`config.mk`:
```
export PLATFORM = sky130hd
export DESIGN_NAME = regfile_wr_demux
export DESIGN_NICKNAME = d
export VERILOG_FILES = /design/src/rtl/regfile_wr_demux.sv
export SDC_FILE = /design/constraint.sdc
export NUM_CORES = 1
export LEC_CHECK = 0
export BUFFER_PORTS_ARGS = -buffer_cell sky130_fd_sc_hd__buf_2
export CAP_MARGIN = 10
export CORE_AREA = 10 10 416 418
export CTS_BUF_LIST = sky130_fd_sc_hd__clkbuf_2
export DETAILED_ROUTE_END_ITERATION = 12
export DIE_AREA = 0 0 426 428
export MAX_ROUTING_LAYER = met4
export PLACE_DENSITY = 0.48
export RECOVER_POWER = 50
export SYNTH_ARGS = -nofsm -noshare
export SYNTH_HDL_FRONTEND = slang
export SYNTH_SLANG_ARGS = --single-unit
```
`constraint.sdc`:
```
create_clock -name clk -period 5.6 [get_ports clk]
set_input_delay 0.28 -clock clk [delete_from_list [all_inputs] [get_ports clk]]
set_output_delay 0.28 -clock clk [all_outputs]
set_load 0.01 [all_outputs]
```
`src/rtl/regfile_wr_demux.sv`:
```
// Write side of a 16-entry register bank: a small in-order request FIFO feeding a
// 1:16 write demux, with every register value driven out in parallel.
// Optional build macro R0_ZERO_EN: register 0 reads as constant zero. Writes to it
// still occupy a FIFO slot and a commit cycle.
module regfile_wr_demux #(
  parameter int unsigned DATA_W     = 64,
  parameter int unsigned ADDR_W     = 4,
  parameter int unsigned FIFO_DEPTH = 4
) (
  input  logic              clk,
  input  logic              rst_n,
  input  logic              wr_valid,
  output logic              wr_ready,
  input  logic [ADDR_W-1:0] wr_addr,
  input  logic [DATA_W-1:0] wr_data,
  output logic [2:0]        pend_cnt,
  output logic              idle,
  output logic [DATA_W-1:0] dout_0,
  output logic [DATA_W-1:0] dout_1,
  output logic [DATA_W-1:0] dout_2,
  output logic [DATA_W-1:0] dout_3,
  output logic [DATA_W-1:0] dout_4,
  output logic [DATA_W-1:0] dout_5,
  output logic [DATA_W-1:0] dout_6,
  output logic [DATA_W-1:0] dout_7,
  output logic [DATA_W-1:0] dout_8,
  output logic [DATA_W-1:0] dout_9,
  output logic [DATA_W-1:0] dout_10,
  output logic [DATA_W-1:0] dout_11,
  output logic [DATA_W-1:0] dout_12,
  output logic [DATA_W-1:0] dout_13,
  output logic [DATA_W-1:0] dout_14,
  output logic [DATA_W-1:0] dout_15
);

  localparam int unsigned NumRegs  = 16;
  localparam int unsigned PtrW     = $clog2(FIFO_DEPTH);
  localparam logic [2:0]  DepthCnt = 3'(FIFO_DEPTH);

  logic [ADDR_W-1:0] r_fifo_addr [FIFO_DEPTH];
  logic [DATA_W-1:0] r_fifo_data [FIFO_DEPTH];
  logic [PtrW-1:0]   r_wr_ptr;
  logic [PtrW-1:0]   r_rd_ptr;
  logic [2:0]        r_cnt;
  logic [DATA_W-1:0] r_regs [NumRegs];

  logic              w_push;
  logic              w_pop;
  logic [2:0]        w_cnt_d;
  logic [ADDR_W-1:0] w_head_addr;
  logic [DATA_W-1:0] w_head_data;
  logic [NumRegs-1:0] w_en;

  // Full/empty come from the occupancy count; pop-same-cycle never frees a slot early.
  assign wr_ready    = rst_n && (r_cnt < DepthCnt);
  assign w_push      = wr_valid && wr_ready;
  assign w_pop       = (r_cnt != 3'd0);
  assign w_head_addr = r_fifo_addr[r_rd_ptr];
  assign w_head_data = r_fifo_data[r_rd_ptr];

  // Occupancy next-state from push/pop.
  always_comb begin
    w_cnt_d = r_cnt;
    unique case ({w_push, w_pop})
      2'b10:   w_cnt_d = r_cnt + 3'd1;
      2'b01:   w_cnt_d = r_cnt - 3'd1;
      default: w_cnt_d = r_cnt;
    endcase
  end

  // FIFO storage, pointers and occupancy; pointers wrap naturally (depth is a power of 2).
  always_ff @(posedge clk or negedge rst_n) begin
    if (!rst_n) begin
      for (int i = 0; i < int'(FIFO_DEPTH); i++) begin
        r_fifo_addr[i] <= '0;
        r_fifo_data[i] <= '0;
      end
      r_wr_ptr <= '0;
      r_rd_ptr <= '0;
      r_cnt    <= '0;
    end else begin
      if (w_push) begin
        r_fifo_addr[r_wr_ptr] <= wr_addr;
        r_fifo_data[r_wr_ptr] <= wr_data;
        r_wr_ptr              <= r_wr_ptr + PtrW'(1);
      end
      if (w_pop) begin
        r_rd_ptr <= r_rd_ptr + PtrW'(1);
      end
      r_cnt <= w_cnt_d;
    end
  end

  // 1:16 demux of the head entry; gated by non-empty so stale entries never write.
  always_comb begin
    w_en = '0;
    for (int i = 0; i < int'(NumRegs); i++) begin
      w_en[i] = w_pop && (w_head_addr == ADDR_W'(i));
    end
  end

  // Register bank commit, at most one register per edge.
  always_ff @(posedge clk or negedge rst_n) begin
    if (!rst_n) begin
      for (int i = 0; i < int'(NumRegs); i++) begin
        r_regs[i] <= '0;
      end
    end else begin
      for (int i = 0; i < int'(NumRegs); i++) begin
`ifdef R0_ZERO_EN
        if (w_en[i] && (i != 0)) begin
          r_regs[i] <= w_head_data;
        end
`else
        if (w_en[i]) begin
          r_regs[i] <= w_head_data;
        end
`endif
      end
    end
  end

  assign pend_cnt = r_cnt;
  assign idle     = (r_cnt == 3'd0);

  assign dout_0  = r_regs[0];
  assign dout_1  = r_regs[1];
  assign dout_2  = r_regs[2];
  assign dout_3  = r_regs[3];
  assign dout_4  = r_regs[4];
  assign dout_5  = r_regs[5];
  assign dout_6  = r_regs[6];
  assign dout_7  = r_regs[7];
  assign dout_8  = r_regs[8];
  assign dout_9  = r_regs[9];
  assign dout_10 = r_regs[10];
  assign dout_11 = r_regs[11];
  assign dout_12 = r_regs[12];
  assign dout_13 = r_regs[13];
  assign dout_14 = r_regs[14];
  assign dout_15 = r_regs[15];

endmodule

```
==> impl_metrics.tcl, run 1 <==
set metrics [dict create \
    outcome "complete, but fails checks" \
    violations "capacitance limit, slew limit" \
    required_ns 7.12 \
    r2r-end "dout_8[12]" \
    cts.reportedPaths.clkPinSlew_ns 0.10 \
    end_kind "flop" \
    die_h_um 428 \
    rsz0062_at_grt "false" \
    hp-class "primary input to flop" \
    total_leakage_power_nw 29.8 \
    portBuffers 1099 \
    max_slew_margin_pct -64.2 \
    worstHoldStart "wr_data[31]" \
    slew_violations 706 \
    final.setup_skew_ns 0.229 \
    syn_area_um2 50900 \
    initial_core_util_pct 30.9 \
    place_congestion 0.799 \
    synth-seq-area-share_pct 64.1 \
    hpwlAfterDp_um 137000 \
    clock-root-buffer "clkbuf_2" \
    fillers 16500 \
    ant_nets 0 \
    r2r-start "r_rd_ptr[0]" \
    ios 1100 \
    post_cts_resized 0 \
    synth-edff-count 0 \
    grt_start_max_net_pins 167 \
    drt-total-wl_um 203000 \
    synth_nets 3057 \
    antenna_found_initial 21 \
    grt_pass1_wl_um 280000 \
    worstPathArrival_ns 6.06 \
    finalSetupTns_ns 0 \
    hold_violations 0 \
    path_cells "dlygate4sd3_1 > dlygate4sd3_1 > dlygate4sd3_1 > clkdlybuf4s25_1 > dlygate4sd3_1 > buf_16 > nor2b_1 > and2_1 > nand2_4 > buf_4 > mux2_2 > dlygate4sd3_1" \
    cts_tree "done" \
    clock_latency_ns 1.86 \
    fin_crit_ns 4.54 \
    wl_per_cell_um 28.8 \
    final-seq-area_um2 32600 \
    critical_path_class "primary input to flop" \
    via_count 33300 \
    multi_input_area_um2 17000 \
    stdcell_area_um2 63300 \
    dr.pass1.iters 5 \
    drt-vias-per-instance 4.74 \
    p_per_area_nw_per_um2 655 \
    drive_above_1_share_pct 42.0 \
    synthesis.instances 2980 \
    rows 149 \
    hold-path-endpoint "r_fifo_data[159]" \
    syn_area_per_cell_um2 17.1 \
    ys_ff_latch 1303 \
    dpl-instance-area_um2 58400 \
    slowest_stage "dlygate4sd3_1" \
    die_area_um2 182000 \
    finalSetupViolCount 0 \
    track_usage_pct 22.2 \
    ys_warn_count 0 \
    core_area_um2 164000 \
    rr_worst_depth 5 \
    cp_max_fo 75 \
    synthFlopType "dfrtp_1" \
    overflow 0 \
    min_delay_path_depth 5 \
    drc 0 \
    synth_cell_types 46 \
    tightest_slew_ns 2.46 \
    cap_violations 7 \
    grt_pass1_vias 35100 \
    fin_nets 4650 \
    crit_top_cell "dlygate4sd3_1" \
    clock_sinks 1303 \
    max_freq_mhz 220 \
    initialDrtViolationCount 1620 \
    critPathLaunchType "primary input" \
    clk_path_buf_depth 4 \
    ff2ff_setup_slack_ns 1.85 \
    area_growth_pct 24.4 \
    ir_drop_mv 0.355 \
    slowest_delay_ns 0.70 \
    period_share_pct 81.0 \
    die_width_um 426 \
    cts_buffers 375 \
    htreeDepth 5 \
    synthArstFlopShare_pct 100 \
    hold-worst-slack_ns 0.445 \
]
-- synth_stat cells (all sizes together) (4+ instances only) --
library cell,instances,share of area [%]
dfrtp,1303,64
mux2,1297,29
buf,146,2.0
clkbuf,65,0.48
mux4,64,2.8
a22oi,12,0.33
nand2,9,0.066
inv,8,0.059
o22ai,8,0.098
nand2b,7,0.086
nand3b,6,0.089
o32ai,6,0.10
ha,5,0.12
or3b,5,0.091
xnor2,5,0.086
a211oi,4,0.13
o2bb2ai,4,0.19
-- critical path: cells and delay by family --
kind                   cells  cell delay, ns
buffers and inverters      8            4.07
muxes                      1            0.34
and+or+nand+nor            3            1.27
-- layout make-up --
type	instances	area share, %
flip-flops and latches	1303	51.5
inverters	8	0.0475
diodes	26	0.103
multi-input cells	1458	26.9
well taps	2189	4.33
repair buffers	1427	12.1
clock inverters	50	0.433
clock buffers	576	4.56
-- stage by stage --
stage          util [%]  power (mW)  instances  worst slack [ns]
2_1_floorplan         -        25.4       2980              3.32
3_3_place_gp       35.5        35.0       6103              1.79
3_5_place_dp       35.5        35.3       6103              1.78
4_1_cts            39.2        42.9       7011              1.43
5_1_grt            38.5        43.8       7024             0.810
6_report           38.5        41.4       7037              1.06
-- logic make-up (layout without fill, tap and decap cells) --
| logic type | Yosys count | count (layout) | share of synthesized area, % |
|---|---|---|---|
| muxes | 1361 | 1361 | 31.5 |
| AOI/OAI and AO/OA | 46 | 46 | 1.08 |
| DFF | 1303 | 1303 | 64.1 |
| other | 0 | 26 | 0 |
| buffers and inverters | 219 | 2061 | 2.53 |
| xor gates and xnor gates | 6 | 6 | 0.103 |
| adders and majority gates | 6 | 6 | 0.162 |
| and+or+nand+nor | 39 | 39 | 0.485 |
-- state kept, by name (all words and copies together), names as in the netlist --
register     cells
dout_2          64
dout_7          64
pend_cnt         3
dout_9          64
dout_10         64
r_rd_ptr         2
r_wr_ptr         2
dout_11         64
dout_6          64
dout_0          64
dout_4          64
r_fifo_data    256
dout_3          64
dout_12         64
dout_5          64
dout_1          64
dout_14         64
dout_8          64
r_fifo_addr     16
dout_15         64
dout_13         64
-- report_power, final --
group | total [mW] | leakage [nW] | internal (mW) | switching [mW]
Combinational | 19.0 | 10.6 | 7.03 | 11.9
Clock | 6.93 | 2.52 | 2.80 | 4.12
Sequential | 15.6 | 16.7 | 13.3 | 2.21
Total | 41.4 | 29.8 | 23.2 | 18.3
-- how the worst max path moves through the flow --
stage,start,endpoint
after global routing,rst_n,dout_0[43]
after floorplan,r_rd_ptr[1],dout_2[10]
after global placement,r_rd_ptr[0],dout_8[3]
after CTS,rst_n,r_fifo_data[132]
final,rst_n,r_fifo_data[153]
after detailed placement,r_rd_ptr[0],dout_8[12]
-- per-layer routing --
metal | wire length, um | track usage, % | vias to the layer above
met5 | 0 | - | -
met4 | 7160 | 7.88 | 0
met3 | 9930 | 4.50 | 364
met2 | 103000 | 37.8 | 1047
met1 | 82400 | 25.7 | 17800
li1 | - | - | 14200
-- repair_timing --
action,in CTS,in global routing
hold buffers,282,0
hold endpoints to repair,1580,0
buffers inserted,0,0
-- layout by cell type, fill, tap and decap left out, types with 6 or more instances in the layout --
cell           Yosys  layout
a22oi_2            7       7
dlygate4sd3_1      0     281
buf_4              1      28
clkbuf_2           0     579
mux2_2          1138    1138
nand3b_1           6       6
buf_12             0      11
o32ai_1            6       6
clkinv_1           0      40
buf_2             74     159
diode_2            0      26
o22ai_1            8       8
dfrtp_1         1303    1301
clkbuf_1          65     940
inv_1              8       8
mux4_2            64      64
mux2_1           159     159
nand2b_1           7       7
Note: power is estimated with default switching activity, not from simulation.
==> run 2: changes to the inputs <==
--- a/config.mk
+++ b/config.mk
@@ -12,7 +12,7 @@
 export DETAILED_ROUTE_END_ITERATION = 12
 export DIE_AREA = 0 0 426 428
 export MAX_ROUTING_LAYER = met4
-export PLACE_DENSITY = 0.48
+export PLACE_DENSITY = 0.5
 export RECOVER_POWER = 50
 export SYNTH_ARGS = -nofsm -noshare
 export SYNTH_HDL_FRONTEND = slang
==> constraint.sdc (replaced) <==
create_clock -name clk -period 3.8 [get_ports clk]
set_input_delay 0.19 -clock clk [delete_from_list [all_inputs] [get_ports clk]]
set_output_delay 0.19 -clock clk [all_outputs]
set_load 0.01 [all_outputs]
==> run 2 against run 1 <==
  * The run ends with setup timing left
  * Clock skew down 0.056 ns
  * Clock-buffer cell count grew 6
  * Worst setup slack lost 1.1 ns
  * Register-to-register slack lost 1.2 ns
  * Sequential power grew 46%
  * Critical path depth is the same
  * Via count up 0.22%
  * Non-clock buffer count rose by 22
  * Worst hold slack got worse by 0.059 ns
  * Total power is 50% higher
  * First-iteration DRC count shrank 0.43%
  * Design area is 2.5% higher
==> impl_metrics.tcl, run 2 (synthesis gave the netlist of run 1 again) <==
set metrics [dict create \
    outcome "complete, but fails checks" \
    violations "setup timing" \
    final.setup_skew_ns 0.173 \
    finalNonFillerCells 7046 \
    min_delay_path_depth 5 \
    rsz0062_at_grt "true" \
    initial_core_util_pct 30.9 \
    cts_tree "done" \
    cap_violations 0 \
    core_area_um2 164000 \
    antenna_found_initial 27 \
    portBuffers 1099 \
    htreeDepth 5 \
    r2r-start "r_rd_ptr[1]" \
    finalSetupTns_ns -0.354 \
    hp-class "primary input to flop" \
    overflow 0 \
    post_cts_resized 0 \
    stdcell_area_um2 64800 \
    p_switching_mw 26.7 \
    globalRouteMet1Util_pct 25.5 \
    use_met3_pct 4.71 \
    area_growth_pct 27.5 \
    rows 149 \
    p_seq_share_pct 36.6 \
    met2_usage_pct 37.6 \
    clock_latency_ns 1.83 \
    required_ns 5.35 \
    largest_reg_flops 256 \
    clockPowerShare_pct 16.3 \
    die_width_um 426 \
    via_count 33400 \
    final_common_cell "dfrtp_1" \
    comb_power_share_pct 47.1 \
    ir_drop_mv 0.441 \
    grt_pass1_wl_um 281000 \
    ios 1100 \
    end_kind "flop" \
    path_cells "dlygate4sd3_1 > dlygate4sd3_1 > dlygate4sd3_1 > buf_12 > dlygate4sd3_1 > buf_16 > nor2b_1 > and2_1 > nand2_4 > buf_4 > mux2_2 > dlygate4sd3_1" \
    cts.reportedPaths.clkPinSlew_ns 0.09 \
    die_area_um2 182000 \
    slowest_delay_ns 0.67 \
    hold_violations 0 \
    p_per_area_nw_per_um2 958 \
    period_share_pct 102 \
    fin_nets 4666 \
    fillers 16100 \
    dpl-instance-area_um2 58700 \
    rr_worst_depth 5 \
    place_congestion 0.787 \
    slowest_stage "dlygate4sd3_1" \
    track_usage_pct 22.2 \
    worstSetupStartpoint "rst_n" \
    drt-total-wl_um 202000 \
    swShare_pct 43.0 \
    cp_max_fo 50 \
    place_ws_ns 0.782 \
    wl_per_cell_um 28.6 \
    tightest_slew_ns 1.24 \
    initialDrtViolationCount 1613 \
    hpwlAfterDp_um 137000 \
    cts_buffers 369 \
    mostFrequentLayoutCells "dfrtp_1 (1301), mux2_2 (1138), buf_2 (1097)" \
    clock-root-buffer "clkbuf_2" \
    drc 0 \
    slew_violations 0 \
    worstPathArrival_ns 5.42 \
    busiest_layer "met2" \
    grt_pass1_vias 35000 \
    fin_ws_ns -0.0695 \
    ant_nets 0 \
    critical_path_class "primary input to flop" \
    grt_start_max_net_pins 159 \
    fin_crit_ns 3.87 \
    hold-path-endpoint "r_fifo_data[89]" \
    r2r-end "dout_9[61]" \
    dr.pass1.iters 5 \
    largest-register "r_fifo_data" \
    ff2ff_setup_slack_ns 0.66 \
    critPathLaunchType "primary input" \
    max_slew_margin_pct 17.5 \
    drt-vias-per-instance 4.74 \
    dp_cells 6112 \
    drive_above_1_share_pct 61.6 \
    crit_top_cell "dlygate4sd3_1" \
    clock_sinks 1303 \
    total_leakage_power_nw 33.4 \
    die_h_um 428 \
    worstHoldStart "wr_data[25]" \
    max_freq_mhz 258 \
    finalSetupViolCount 12 \
    p_int_mw 35.4 \
    clk_path_buf_depth 4 \
]
## run 2: how the worst max path moves through the flow
| stage | endpoint | slack, ns | cells past startpoint |
|---|---|---|---|
| 2_1_floorplan | dout_2[10] | 1.52 | 6 |
| 3_3_place_gp | dout_3[48] | 0.82 | 5 |
| 3_5_place_dp | dout_3[48] | 0.78 | 5 |
| 4_1_cts | idle | 0.07 | 2 |
| 5_1_grt | r_fifo_data[136] | -0.06 | 12 |
| 6_report | r_fifo_data[179] | -0.07 | 12 |
## run 2: repair_timing
item / 4_1_cts / 5_1_grt
hold buffers: 295 / 0
hold endpoints to repair: 1580 / 0
endpoints found under the setup margin: 0 / 6
setup buffers: 0 / 0
## run 2: power by group through the flow
| stage | Sequential, mW | Clock (mW) | Combinational [mW] |
|---|---|---|---|
| after floorplan | 24.4 | 0 | 13.0 |
| after global placement | 22.8 | 0 | 28.9 |
| after detailed placement | 23.0 | 0 | 29.2 |
| after CTS | 22.7 | 10.6 | 30.0 |
| after global routing | 23.4 | 11.4 | 30.9 |
| final | 22.7 | 10.2 | 29.3 |
## run 2: layout make-up
class                      count  area (um2)  area share (%)
multi-input combinational   1458       17000            26.3
sequential                  1303       32600            50.3
clock inverter                36         221           0.342
tap                         2189        2740            4.22
antenna                       21        52.6          0.0810
inverter                       8        30.0          0.0463
timing repair buffer        1449        9250            14.3
clock buffer                 582        2910            4.49
## run 2: routing by layer
metal / routed length, um / share of wire, %
met5: 0 / 0
met4: 7480 / 3.7
met3: 10900 / 5.4
met2: 104000 / 51
met1: 79700 / 39
## run 2: metrics by stage
stage	util [%]	hold WS (ns)	power, mW
final	39.4	0.386	62.1
after global routing	39.4	0.156	65.6
after detailed placement	35.7	0.0996	52.2
after global placement	35.7	0.103	51.7
after CTS	39.4	0.000546	63.2
after floorplan	-	-0.106	37.4
## run 2: worst max-delay path: cells and delay by family
family,cells,cell delay (ns)
buffers and inverters,8,3.73
and+or+nand+nor,3,1.15
muxes,1,0.29
==> run 3: changes to the inputs <==
--- a/config.mk
+++ b/config.mk
@@ -6,13 +6,12 @@
 export NUM_CORES = 1
 export LEC_CHECK = 0
 export BUFFER_PORTS_ARGS = -buffer_cell sky130_fd_sc_hd__buf_2
-export CAP_MARGIN = 10
 export CORE_AREA = 10 10 416 418
 export CTS_BUF_LIST = sky130_fd_sc_hd__clkbuf_2
 export DETAILED_ROUTE_END_ITERATION = 12
 export DIE_AREA = 0 0 426 428
 export MAX_ROUTING_LAYER = met4
-export PLACE_DENSITY = 0.5
+export PLACE_DENSITY = 0.48
 export RECOVER_POWER = 50
 export SYNTH_ARGS = -nofsm -noshare
 export SYNTH_HDL_FRONTEND = slang
==> constraint.sdc (replaced) <==
create_clock -name clk -period 4.2 [get_ports clk]
set_input_delay 0.42 -clock clk [delete_from_list [all_inputs] [get_ports clk]]
set_output_delay 0.42 -clock clk [all_outputs]
set_load 0.01 [all_outputs]
==> run 3 against run 2 <==
  * The flow finishes with violations (capacitance limit, slew limit)
  * Critical path type unchanged
  * Sequential power down 9.3%
  * Largest cell class unchanged
  * Critical path depth unchanged
  * Clock skew up 0.071 ns
  * Clock-buffer cell count down 6
  * Non-clock buffer count down 10
  * Core utilization down 0.36 points
  * Routed wire length up 0.88%
  * Global-route usage up 0.14 points
==> impl_metrics.tcl, run 3 (synthesis gave the netlist of run 1 again) <==
set metrics [dict create \
    largest_reg_flops 256 \
    ant_nets 0 \
    slew_violations 761 \
    critical_path_class "primary input to flop" \
    portBuffers 1099 \
    cts_setup_buffers 0 \
    dr.pass1.iters 5 \
    final_common_cell "dfrtp_1" \
    crit_top_cell "dlygate4sd3_1" \
    hp-class "primary input to flop" \
    place_congestion 0.782 \
    drt-vias-per-instance 4.78 \
    max_freq_mhz 239 \
    p_per_area_nw_per_um2 873 \
    path_cells "dlygate4sd3_1 > dlygate4sd3_1 > dlygate4sd3_1 > buf_12 > dlygate4sd3_1 > buf_12 > nor2b_1 > and2_1 > nand2_4 > buf_4 > mux2_2 > dlygate4sd3_1" \
    critPathLaunchType "primary input" \
    required_ns 5.73 \
    post_cts_resized 0 \
    max_slew_margin_pct -44.6 \
    grt_start_max_net_pins 170 \
    die_area_um2 182000 \
    ctsHoldBuffers 280 \
    die_width_um 426 \
    worstPathArrival_ns 5.71 \
    drive_above_1_share_pct 57.3 \
    violations "capacitance limit, slew limit" \
    final.setup_skew_ns 0.244 \
    cap_violations 10 \
    critPathTopFamily "buffers and inverters" \
    finalSetupTns_ns 0 \
    path_buf_inv 8 \
    cts.reportedPaths.clkPinSlew_ns 0.09 \
    antenna_found_initial 30 \
    hpwlAfterDp_um 140000 \
    cp_max_fo 37 \
    overflow 0 \
    finalSetupViolCount 0 \
    cts_tree "done" \
    drt-total-wl_um 204000 \
    rsz0062_at_grt "false" \
    initial_core_util_pct 30.9 \
    largest-register "r_fifo_data" \
    clock_latency_ns 1.88 \
    hold-worst-slack_ns 0.314 \
    core_area_um2 164000 \
    cts_buffers 377 \
    fin_nets 4664 \
    period_share_pct 99.7 \
    utilization_pct 39.1 \
    outcome "complete, but fails checks" \
    grt_pass1_wl_um 283000 \
    track_usage_pct 22.3 \
    stdcell_area_um2 64300 \
    ios 1100 \
    slowest_stage "buf_4" \
    mostFrequentLayoutCells "dfrtp_1 (1301), mux2_2 (1138), buf_2 (900)" \
    clock_sinks 1303 \
    ir_drop_mv 0.377 \
    drc 0 \
    initialDrtViolationCount 1612 \
    hold_violations 0 \
    die_h_um 428 \
    total_leakage_power_nw 32.5 \
    area_growth_pct 26.3 \
    clock-root-buffer "clkbuf_2" \
    grt_pass1_vias 35300 \
    fin_crit_ns 4.19 \
    slowest_delay_ns 0.64 \
    via_count 33700 \
    end_kind "flop" \
    wl_per_cell_um 28.8 \
    tightest_slew_ns 2.17 \
    dpl-instance-area_um2 58700 \
    rows 149 \
    clk_path_buf_depth 4 \
    htreeDepth 5 \
]
[run 3: area by class of cell]
class                      instances  area [um2]
multi-input combinational       1458       16900
clock buffer                     576        2880
inverter                           8        30.0
clock inverter                    59         262
fill                           16300      100000
timing repair buffer            1439        8740
tap                             2189        2740
sequential                      1303       32600
antenna                           27        67.6
[run 3: power breakdown]
part	leakage (nW)	internal, mW	switching [mW]
combinational	13.3	10.2	16.2
sequential	16.7	17.8	2.80
clock	2.53	3.64	5.51
total	32.5	31.7	24.5
[run 3: metal layers]
metal | global-route usage (%) | part of all wire, % | vias up | wire (um)
met5 | - | 0 | - | 0
met4 | 8.68 | 3.9 | 0 | 7950
met2 | 37.4 | 50 | 1140 | 103000
met3 | 4.81 | 5.2 | 374 | 10700
li1 | - | - | 14200 | -
met1 | 26.1 | 40 | 18000 | 82200
[run 3: final timing paths]
check	slack [ns]	start	to	depth (start not counted)
worst min-delay path	0.31	wr_data[18]	r_fifo_data[146]	4
worst max register to register	0.24	r_rd_ptr[1]	dout_7[43]	6
max in group asynchronous	0.37	rst_n	dout_1[17]	8
worst max-delay path	0.01	rst_n	r_fifo_data[147]	12
min in group asynchronous	0.88	rst_n	r_fifo_data[200]	6
worst min register to register	0.48	dout_1[53]	dout_1[53]	1
[run 3: per-stage QoR]
stage	power (mW)	cells	setup WS, ns
2_1_floorplan	33.8	2980	1.92
3_3_place_gp	47.1	6117	0.956
3_5_place_dp	47.5	6117	0.875
4_1_cts	57.4	7032	0.261
5_1_grt	59.3	7048	0.0506
6_report	56.1	7059	0.0125
[run 3: worst min-delay path, cell delays in order]
cell,delay (ns)
dlygate4sd3_1,0.59
buf_2,0.13
dlygate4sd3_1,0.62
mux2_2,0.17
